`src/rtl/nco_channel_scheduler_if.sv`:
```
// Configuration port of the NCO channel scheduler: valid/ready increment
// requests plus the one-cycle error pulse for out-of-range channels.
interface nco_channel_scheduler_if #(
  parameter int ACC_WIDTH = 20,
  parameter int CHAN_BITS = 2
) ();
  logic                 cfg_valid;
  logic                 cfg_ready;
  logic [CHAN_BITS-1:0] cfg_chan;
  logic [ACC_WIDTH-1:0] cfg_inc;
  logic                 cfg_reset_phase;
  logic                 cfg_err;

  modport master (
    output cfg_valid, cfg_chan, cfg_inc, cfg_reset_phase,
    input  cfg_ready, cfg_err
  );

  modport slave (
    input  cfg_valid, cfg_chan, cfg_inc, cfg_reset_phase,
    output cfg_ready, cfg_err
  );
endinterface

```
`src/rtl/nco_channel_scheduler.sv`:
```
// Round-robin NCO: one shared phase adder serves CHANNELS accumulators and
// emits a one-cycle enable per channel on accumulator overflow.
module nco_channel_scheduler #(
  parameter int CHANNELS  = 4,
  parameter int ACC_WIDTH = 20,
  parameter int CHAN_BITS = (CHANNELS > 1) ? $clog2(CHANNELS) : 1
) (
  input  logic                 clk,
  input  logic                 rst_n,
  input  logic                 run,
  nco_channel_scheduler_if.slave cfg,
  output logic [CHAN_BITS-1:0] slot,
  output logic [CHANNELS-1:0]  enable
);

  logic [CHAN_BITS-1:0] slot_r;
  logic [CHANNELS-1:0]  enable_r;
  logic                 err_r;
  logic                 pend_valid_r;
  logic [CHAN_BITS-1:0] pend_chan_r;
  logic [ACC_WIDTH-1:0] pend_inc_r;
  logic                 pend_rp_r;
  logic [ACC_WIDTH-1:0] phase_r [CHANNELS];
  logic [ACC_WIDTH-1:0] inc_r   [CHANNELS];

  logic                 accept_s;
  logic                 chan_ok_s;
  logic                 hit_s;
  logic                 apply_s;
  logic [ACC_WIDTH-1:0] inc_eff_s;
  logic [ACC_WIDTH:0]   sum_s;
  logic [CHAN_BITS-1:0] next_slot_s;
  logic [CHANNELS-1:0]  enable_nxt_s;

  assign accept_s  = cfg.cfg_valid && !pend_valid_r;
  assign chan_ok_s = (32'(cfg.cfg_chan) < 32'(CHANNELS));
  assign hit_s     = pend_valid_r && (pend_chan_r == slot_r);
  // While frozen a pending request lands immediately, independent of slot.
  assign apply_s   = pend_valid_r && (!run || (pend_chan_r == slot_r));

  // Shared adder: a pending increment for this slot takes effect in the same slot.
  always_comb begin
    inc_eff_s    = hit_s ? pend_inc_r : inc_r[slot_r];
    sum_s        = {1'b0, phase_r[slot_r]} + {1'b0, inc_eff_s};
    next_slot_s  = (slot_r == CHAN_BITS'(CHANNELS - 1)) ? {CHAN_BITS{1'b0}}
                                                        : slot_r + CHAN_BITS'(1);
    enable_nxt_s = {CHANNELS{1'b0}};
    if (run && !(hit_s && pend_rp_r)) begin
      enable_nxt_s[slot_r] = sum_s[ACC_WIDTH];
    end else begin
      enable_nxt_s = {CHANNELS{1'b0}};
    end
  end

  // Slot counter, enable/error outputs and the single pending request slot.
  always_ff @(posedge clk or negedge rst_n) begin
    if (!rst_n) begin
      slot_r       <= {CHAN_BITS{1'b0}};
      enable_r     <= {CHANNELS{1'b0}};
      err_r        <= 1'b0;
      pend_valid_r <= 1'b0;
      pend_chan_r  <= {CHAN_BITS{1'b0}};
      pend_inc_r   <= {ACC_WIDTH{1'b0}};
      pend_rp_r    <= 1'b0;
    end else begin
      err_r    <= accept_s && !chan_ok_s;
      enable_r <= enable_nxt_s;
      if (run) begin
        slot_r <= next_slot_s;
      end else begin
        slot_r <= slot_r;
      end
      if (accept_s && chan_ok_s) begin
        pend_valid_r <= 1'b1;
        pend_chan_r  <= cfg.cfg_chan;
        pend_inc_r   <= cfg.cfg_inc;
        pend_rp_r    <= cfg.cfg_reset_phase;
      end else if (apply_s) begin
        pend_valid_r <= 1'b0;
      end else begin
        pend_valid_r <= pend_valid_r;
      end
    end
  end

  // Per-channel phase and increment storage.
  always_ff @(posedge clk or negedge rst_n) begin
    if (!rst_n) begin
      for (int i = 0; i < CHANNELS; i++) begin
        phase_r[i] <= {ACC_WIDTH{1'b0}};
        inc_r[i]   <= {ACC_WIDTH{1'b0}};
      end
    end else begin
      if (apply_s) begin
        inc_r[pend_chan_r] <= pend_inc_r;
      end
      if (run && !(hit_s && pend_rp_r)) begin
        phase_r[slot_r] <= sum_s[ACC_WIDTH-1:0];
      end else if (apply_s && pend_rp_r) begin
        phase_r[pend_chan_r] <= {ACC_WIDTH{1'b0}};
      end
    end
  end

  assign cfg.cfg_ready = !pend_valid_r;
  assign cfg.cfg_err   = err_r;
  assign slot          = slot_r;
  assign enable        = enable_r;

endmodule

```
`src/flat_wrapper.sv`:
```
// flat-port wrapper written by rule: the top's interface ports become plain ports
module nco_channel_scheduler_flat 
#(
  parameter int CHANNELS  = 4,
  parameter int ACC_WIDTH = 20,
  parameter int CHAN_BITS = (CHANNELS > 1) ? $clog2(CHANNELS) : 1
)
  (clk, rst_n, run, slot, enable, cfg_cfg_valid, cfg_cfg_chan, cfg_cfg_inc, cfg_cfg_reset_phase, cfg_cfg_ready, cfg_cfg_err);
  nco_channel_scheduler_if #(.ACC_WIDTH(ACC_WIDTH), .CHAN_BITS(CHAN_BITS)) cfg_i ();
  input  logic clk;
  input  logic rst_n;
  input  logic run;
  output logic [CHAN_BITS-1:0] slot;
  output logic [CHANNELS-1:0] enable;
  input wire logic [$bits(cfg_i.cfg_valid)-1:0] cfg_cfg_valid;
  input wire logic [$bits(cfg_i.cfg_chan)-1:0] cfg_cfg_chan;
  input wire logic [$bits(cfg_i.cfg_inc)-1:0] cfg_cfg_inc;
  input wire logic [$bits(cfg_i.cfg_reset_phase)-1:0] cfg_cfg_reset_phase;
  output wire logic [$bits(cfg_i.cfg_ready)-1:0] cfg_cfg_ready;
  output wire logic [$bits(cfg_i.cfg_err)-1:0] cfg_cfg_err;
  assign cfg_i.cfg_valid = cfg_cfg_valid;
  assign cfg_i.cfg_chan = cfg_cfg_chan;
  assign cfg_i.cfg_inc = cfg_cfg_inc;
  assign cfg_i.cfg_reset_phase = cfg_cfg_reset_phase;
  assign cfg_cfg_ready = cfg_i.cfg_ready;
  assign cfg_cfg_err = cfg_i.cfg_err;
  nco_channel_scheduler #(.CHANNELS(CHANNELS), .ACC_WIDTH(ACC_WIDTH), .CHAN_BITS(CHAN_BITS)) u_core (.clk(clk), .rst_n(rst_n), .run(run), .cfg(cfg_i), .slot(slot), .enable(enable));
endmodule
```
`config.mk`:
```
export PLATFORM = sky130hd
export DESIGN_NAME = nco_channel_scheduler_flat
export DESIGN_NICKNAME = d
export VERILOG_FILES = /design/src/rtl/nco_channel_scheduler_if.sv /design/src/rtl/nco_channel_scheduler.sv /design/src/flat_wrapper.sv
export SDC_FILE = /design/constraint.sdc
export NUM_CORES = 1
export LEC_CHECK = 0
export CORE_MARGIN = 1.5
export CORE_UTILIZATION = 50
export CTS_BUF_LIST = sky130_fd_sc_hd__clkbuf_4 sky130_fd_sc_hd__clkbuf_8
export DETAILED_ROUTE_END_ITERATION = 7
export PLACE_DENSITY = 0.75
export SLEW_MARGIN = 20
export SYNTH_ARGS = -nofsm -noshare
export SYNTH_HDL_FRONTEND = slang
export SYNTH_SLANG_ARGS = --single-unit
```
`constraint.sdc`:
```
create_clock -name clk -period 4.9 [get_ports clk]
set_clock_uncertainty 0.05 [all_clocks]
set_input_delay 0.49 -clock clk [delete_from_list [all_inputs] [get_ports clk]]
set_output_delay 0.49 -clock clk [all_outputs]
set_load 0.005 [all_outputs]
```
======== Word-level counts from Yosys, hierarchy flattened ========
Index checks and enable logic that the tools add are counted.
storage, ports and cells
  register bits ........................... 190
  input port bits ......................... 27
  output and inout port bits .............. 8
  word-level logic and storage cells ...... 65
operators by class
  add/sub/neg operators ................... 2
  $lt $le $gt $ge ......................... 6
  equality and inequality tests ........... 2
  muxes and demuxes ....................... 21
  bitwise gates (word level) .............. 5
  reduce and logical (&&, ||, !) cells .... 15
operators with widths
  cell                   number
  $bwmux W80             2
  $mux W80               2
  $mux W20               7
  $and A80 B80 Y80       1
  $bmux W20 S2           2
  $demux W20 S2          2
  $not A80 Y80           1
  $add A20 B20 Y21       1
  $logic_and A1 B1 Y1    9
  $ge A3 B3 Y1 const B   2
  $lt A3 B1 Y1 const B   2
  $not A2 Y3             2
  $and A4 B4 Y4          1
  $mux W4                1
  $reduce_bool A2 Y1     2
  $logic_not A1 Y1       3
  $lt A2 B3 Y1 const B   1
  $mux W1                3
  $add A2 B1 Y2 const B  1
  $demux W1 S2           1
  $eq A2 B2 Y1           1
  $eq A2 B2 Y1 const B   1
  $ge A2 B1 Y1 const B   1
  $mux W2                1
  $logic_or A1 B1 Y1     1

======== Logic depth before layout (Yosys ltp) ========
  word-level depth ........................ 9
  gate-level depth with buffers ........... 14
  gate-level depth less buffers ........... 12

======== Worst setup path before layout ========
Ideal clock, no wire load.
  path type ............................... reg-to-reg
  start ................................... reg u_core.slot_r[0] (netlist: u_core.slot[0])
  end ..................................... reg u_core.phase_r[19] (netlist name)
  library setup time ...................... 0.121 ns
  arrival ................................. 3.351 ns
  data required time ...................... 4.729 ns
  slack ................................... 1.378 ns
  cell stages (with the launch flop) ...... 13
  cells stage by stage .................... dfrtp_1 buf_4 buf_2 buf_2 mux4_2 ha_1 buf_6 a211o_1 a211o_1 a221oi_2 o21ai_1 xnor2_2 a22o_1
on the way
  word-level cells in the longest chain between the ends .. 8
RTL lines
  what                                          RTL line                                                                               text
  start: declaration                            nco_channel_scheduler.sv:16                                                            logic [CHAN_BITS-1:0] slot_r;
  start signal: assignment                      nco_channel_scheduler.sv:58                                                            slot_r <= {CHAN_BITS{1'b0}};
  start signal: assignment                      nco_channel_scheduler.sv:69                                                            slot_r <= next_slot_s;
  start signal: assignment                      nco_channel_scheduler.sv:71                                                            slot_r <= slot_r;
  $not A2 Y3 (implied by the code)              nco_channel_scheduler.sv:43, nco_channel_scheduler.sv:44, nco_channel_scheduler.sv:98
  $bmux W20 S2                                  nco_channel_scheduler.sv:43                                                            inc_eff_s = hit_s ? pend_inc_r : inc_r[slot_r];
  $mux W20 (implied by the code) (2 in series)  nco_channel_scheduler.sv:43
  $mux W20                                      nco_channel_scheduler.sv:43
  $add A20 B20 Y21                              nco_channel_scheduler.sv:44                                                            sum_s = {1'b0, phase_r[slot_r]} + {1'b0, inc_eff_s};
  $bwmux W80                                    nco_channel_scheduler.sv:98                                                            phase_r[slot_r] <= sum_s[ACC_WIDTH-1:0];
  $mux W80                                      nco_channel_scheduler.sv:97                                                            if (run && !(hit_s && pend_rp_r)) begin
  end signal: indexed assignment                nco_channel_scheduler.sv:90                                                            phase_r[i] <= {ACC_WIDTH{1'b0}};
  end signal: indexed assignment                nco_channel_scheduler.sv:98
  end signal: indexed assignment                nco_channel_scheduler.sv:100                                                           phase_r[pend_chan_r] <= {ACC_WIDTH{1'b0}};
  end: declaration                              nco_channel_scheduler.sv:23                                                            logic [ACC_WIDTH-1:0] phase_r [CHANNELS];
Several ways; a longest one is shown, not always the timed one. The select of a mux whose other input is x is not followed.
A chain may end at the register's enable or synchronous reset.

======== Worst setup path after layout ========
  start ................................... reg u_core.slot_r[1] (netlist: u_core.slot[1])
  end ..................................... reg u_core.phase_r[34] (netlist name)
Same word-level chain as after synthesis.

==> flow_metrics.py <==
metrics = {
    "cts": {
        "clock-root-buffer": "clkbuf_8",
        "cts_resized": 0,
        "clk_pin_slew_worst_paths_ns": 0.10,
        "htree_levels": 4,
        "cts-buffers-inserted": 17,
        "cts_tree": "built",
        "worstSkewPairLatency_ns": 0.49,
        "clockBufferDepth": 2,
        "clock-sinks": 190,
    },
    "sta": {
        "rsz0062_at_grt": "false",
        "setup_viol": 0,
        "tns_ns": 0,
        "fin_crit_sh_pct": 81.1,
        "relSlewSlack_pct": 27.0,
        "min_period_ns": 3.97,
        "finalMaxSlewViolations": 0,
        "hold_viol_final": 0,
        "max_freq_mhz": 252,
        "worst_pin_slew_ns": 1.10,
    },
    "grt": {
        "grt_pass1_wl_mm": 36.9,
        "grt_pass1_vias": 6731,
        "antenna_found_initial": 0,
        "grt_max_degree": 117,
        "overflow": 0,
        "grt_usage_pct": 24.3,
    },
    "critical_path": {
        "critPathMaxStageDelay_ns": 0.57,
        "criticalPathCategory": "flop to flop",
        "cpLargestDelayFamily": "compound AO/OA/AOI/OAI gates",
        "start_kind": "flop",
        "end_kind": "flop",
        "cp_cell_sequence": "buf_4, mux4_2, mux2_2, ha_1, inv_1, fa_1, nand2b_1, a21oi_1, o21ai_0, a21oi_1, mux2i_1, nand2_1",
        "crit_buf_inv": 2,
        "cp_max_fo": 44,
        "crit_top_cell": "a21oi_1",
        "cp.arrival_ns": 4.29,
        "cp_data_required_time_ns": 5.22,
        "cp_slowest_cell": "buf_4",
    },
    "floorplan": {
        "die_h_um": 141,
        "die_w_um": 141,
        "rows": 50,
        "core_area_mm2": 0.0188,
        "io_pins": 35,
        "die_area_mm2": 0.0200,
        "floorplan.initialDensity_pct": 51.0,
    },
    "logic_synthesis": {
        "yosysWarnings": 0,
        "synth.distinct_cells": 48,
        "syn_area_mm2": 0.00958,
        "synth-async-reset-ratio_pct": 100,
        "synth_edf_count": 0,
        "ys_seq_elements": 190,
        "synthCells": 738,
        "synth_flop_cell": "dfrtp_1",
        "synth_nets": 790,
        "postSynthAreaPerCell_um2": 13.0,
        "synth_seq_area_share_pct": 49.6,
    },
    "run_status": {
        "status": "finished, final reports clean",
    },
    "drt": {
        "vias_per_cell": 6.32,
        "wl_per_cell_um": 23.0,
        "ant_nets": 0,
        "drt_iter0_markers": 464,
        "dr.pass1.iters": 5,
        "drc": 0,
        "drt-total-wl_mm": 23.1,
        "routed-via-count": 6329,
    },
    "run": {
        "maxCapViolations": 0,
    },
    "placed_design": {
        "port_buffers": 33,
        "gp_congestion": 0.921,
        "place_area_mm2": 0.0101,
        "dpl.hpwl_mm": 14.9,
    },
    "final_layout": {
        "multi_input_area_mm2": 0.00454,
        "final_cell_mix": "dfrtp_1, mux2_2, a22o_1, nand2_1, mux4_2",
        "final_common_cell": "dfrtp_1",
        "n_antenna_cell": 0,
        "stdcell_area_mm2": 0.0105,
        "area_delta_synth_final_pct": 9.46,
        "nets": 806,
        "fillers": 1503,
        "seqCellArea_mm2": 0.00476,
        "drive_above_1_share_pct": 28.3,
    },
    "hold_path": {
        "hold_path.class": "flop to flop",
    },
}
## area by class of cell
| type | instances | area share [%] |
|---|---|---|
| clock inverter | 14 | 1.42 |
| inverter | 12 | 0.430 |
| timing repair buffer | 46 | 4.36 |
| sequential | 190 | 45.4 |
| clock buffer | 18 | 2.30 |
| multi-input combinational | 487 | 43.3 |
| tap | 234 | 2.79 |
## synth_stat cells (9+ instances only)
master / number / area (um2)
inv_1: 12 / 45.0
buf_2: 37 / 185
xnor2_1: 10 / 87.6
nand2_1: 43 / 161
mux4_2: 40 / 901
o21ai_0: 19 / 95.1
dfrtp_1: 190 / 4750
a22o_1: 64 / 561
clkbuf_1: 9 / 33.8
a21oi_1: 29 / 145
nand3_1: 9 / 45.0
ha_1: 24 / 300
mux2_2: 120 / 1350
nor2_1: 37 / 139
## cell families (layout without fill, tap and decap cells)
family,after synthesis,count (layout),synth area share (%)
other,1,1,0.0392
and+or+nand+nor,115,115,5.33
buffers and inverters,61,90,3.03
xor gates and xnor gates,15,15,1.45
AOI/OAI and AO/OA,160,160,12.5
adders and majority gates,25,25,3.34
DFF,190,190,49.6
muxes,171,171,24.7
## routing by layer
metal / global-route usage (%) / routed length, um
met1: 31.7 / 9980
met2: 40.2 / 11300
met3: 4.83 / 1290
met4: 9.44 / 534
met5: 0 / 0
## stage by stage
stage | instances | worst slack [ns] | utilization, % | hold WS [ns]
finish | 1001 | 0.928 | 55.9 | 0.448
global route | 1001 | 0.645 | 55.9 | 0.466
CTS | 1001 | 0.921 | 55.9 | 0.442
detailed placement | 968 | 0.949 | 53.7 | 0.421
global placement | 968 | 1.14 | 53.7 | 0.408
floorplan | 738 | 1.38 | - | 0.144
## registers in the layout, indices dropped and copies added (netlist names)
name,cells
u_core.pend_chan_r,2
u_core.inc_r,80
u_core.enable,4
u_core.pend_rp_r,1
u_core.slot,2
u_core.phase_r,80
u_core.pend_valid_r,1
u_core.pend_inc_r,20
## timing repair
action | in CTS | in global routing
buffers inserted | 0 | 0
endpoints found under the hold margin | 12 | 0
hold buffers | 1 | 0
## path summary, 6_finish.rpt
| kind | end | slack (ns) | startpoint | cells past startpoint |
|---|---|---|---|---|
| setup / recovery | u_core.phase_r[34] | 0.93 | u_core.slot[1] | 12 |
| max in group asynchronous | u_core.slot[1] | 3.23 | rst_n | 3 |
| hold reg to reg | u_core.inc_r[17] | 0.45 | u_core.inc_r[17] | 1 |
| hold / removal | u_core.inc_r[17] | 0.45 | u_core.inc_r[17] | 1 |
| setup reg to reg | u_core.phase_r[34] | 0.93 | u_core.slot[1] | 12 |
| min in group asynchronous | u_core.phase_r[75] | 0.53 | rst_n | 2 |
Power is left out: the tool's default activity adds up to more than one toggle a clock period on the data nets, which glitch-free logic cannot reach.
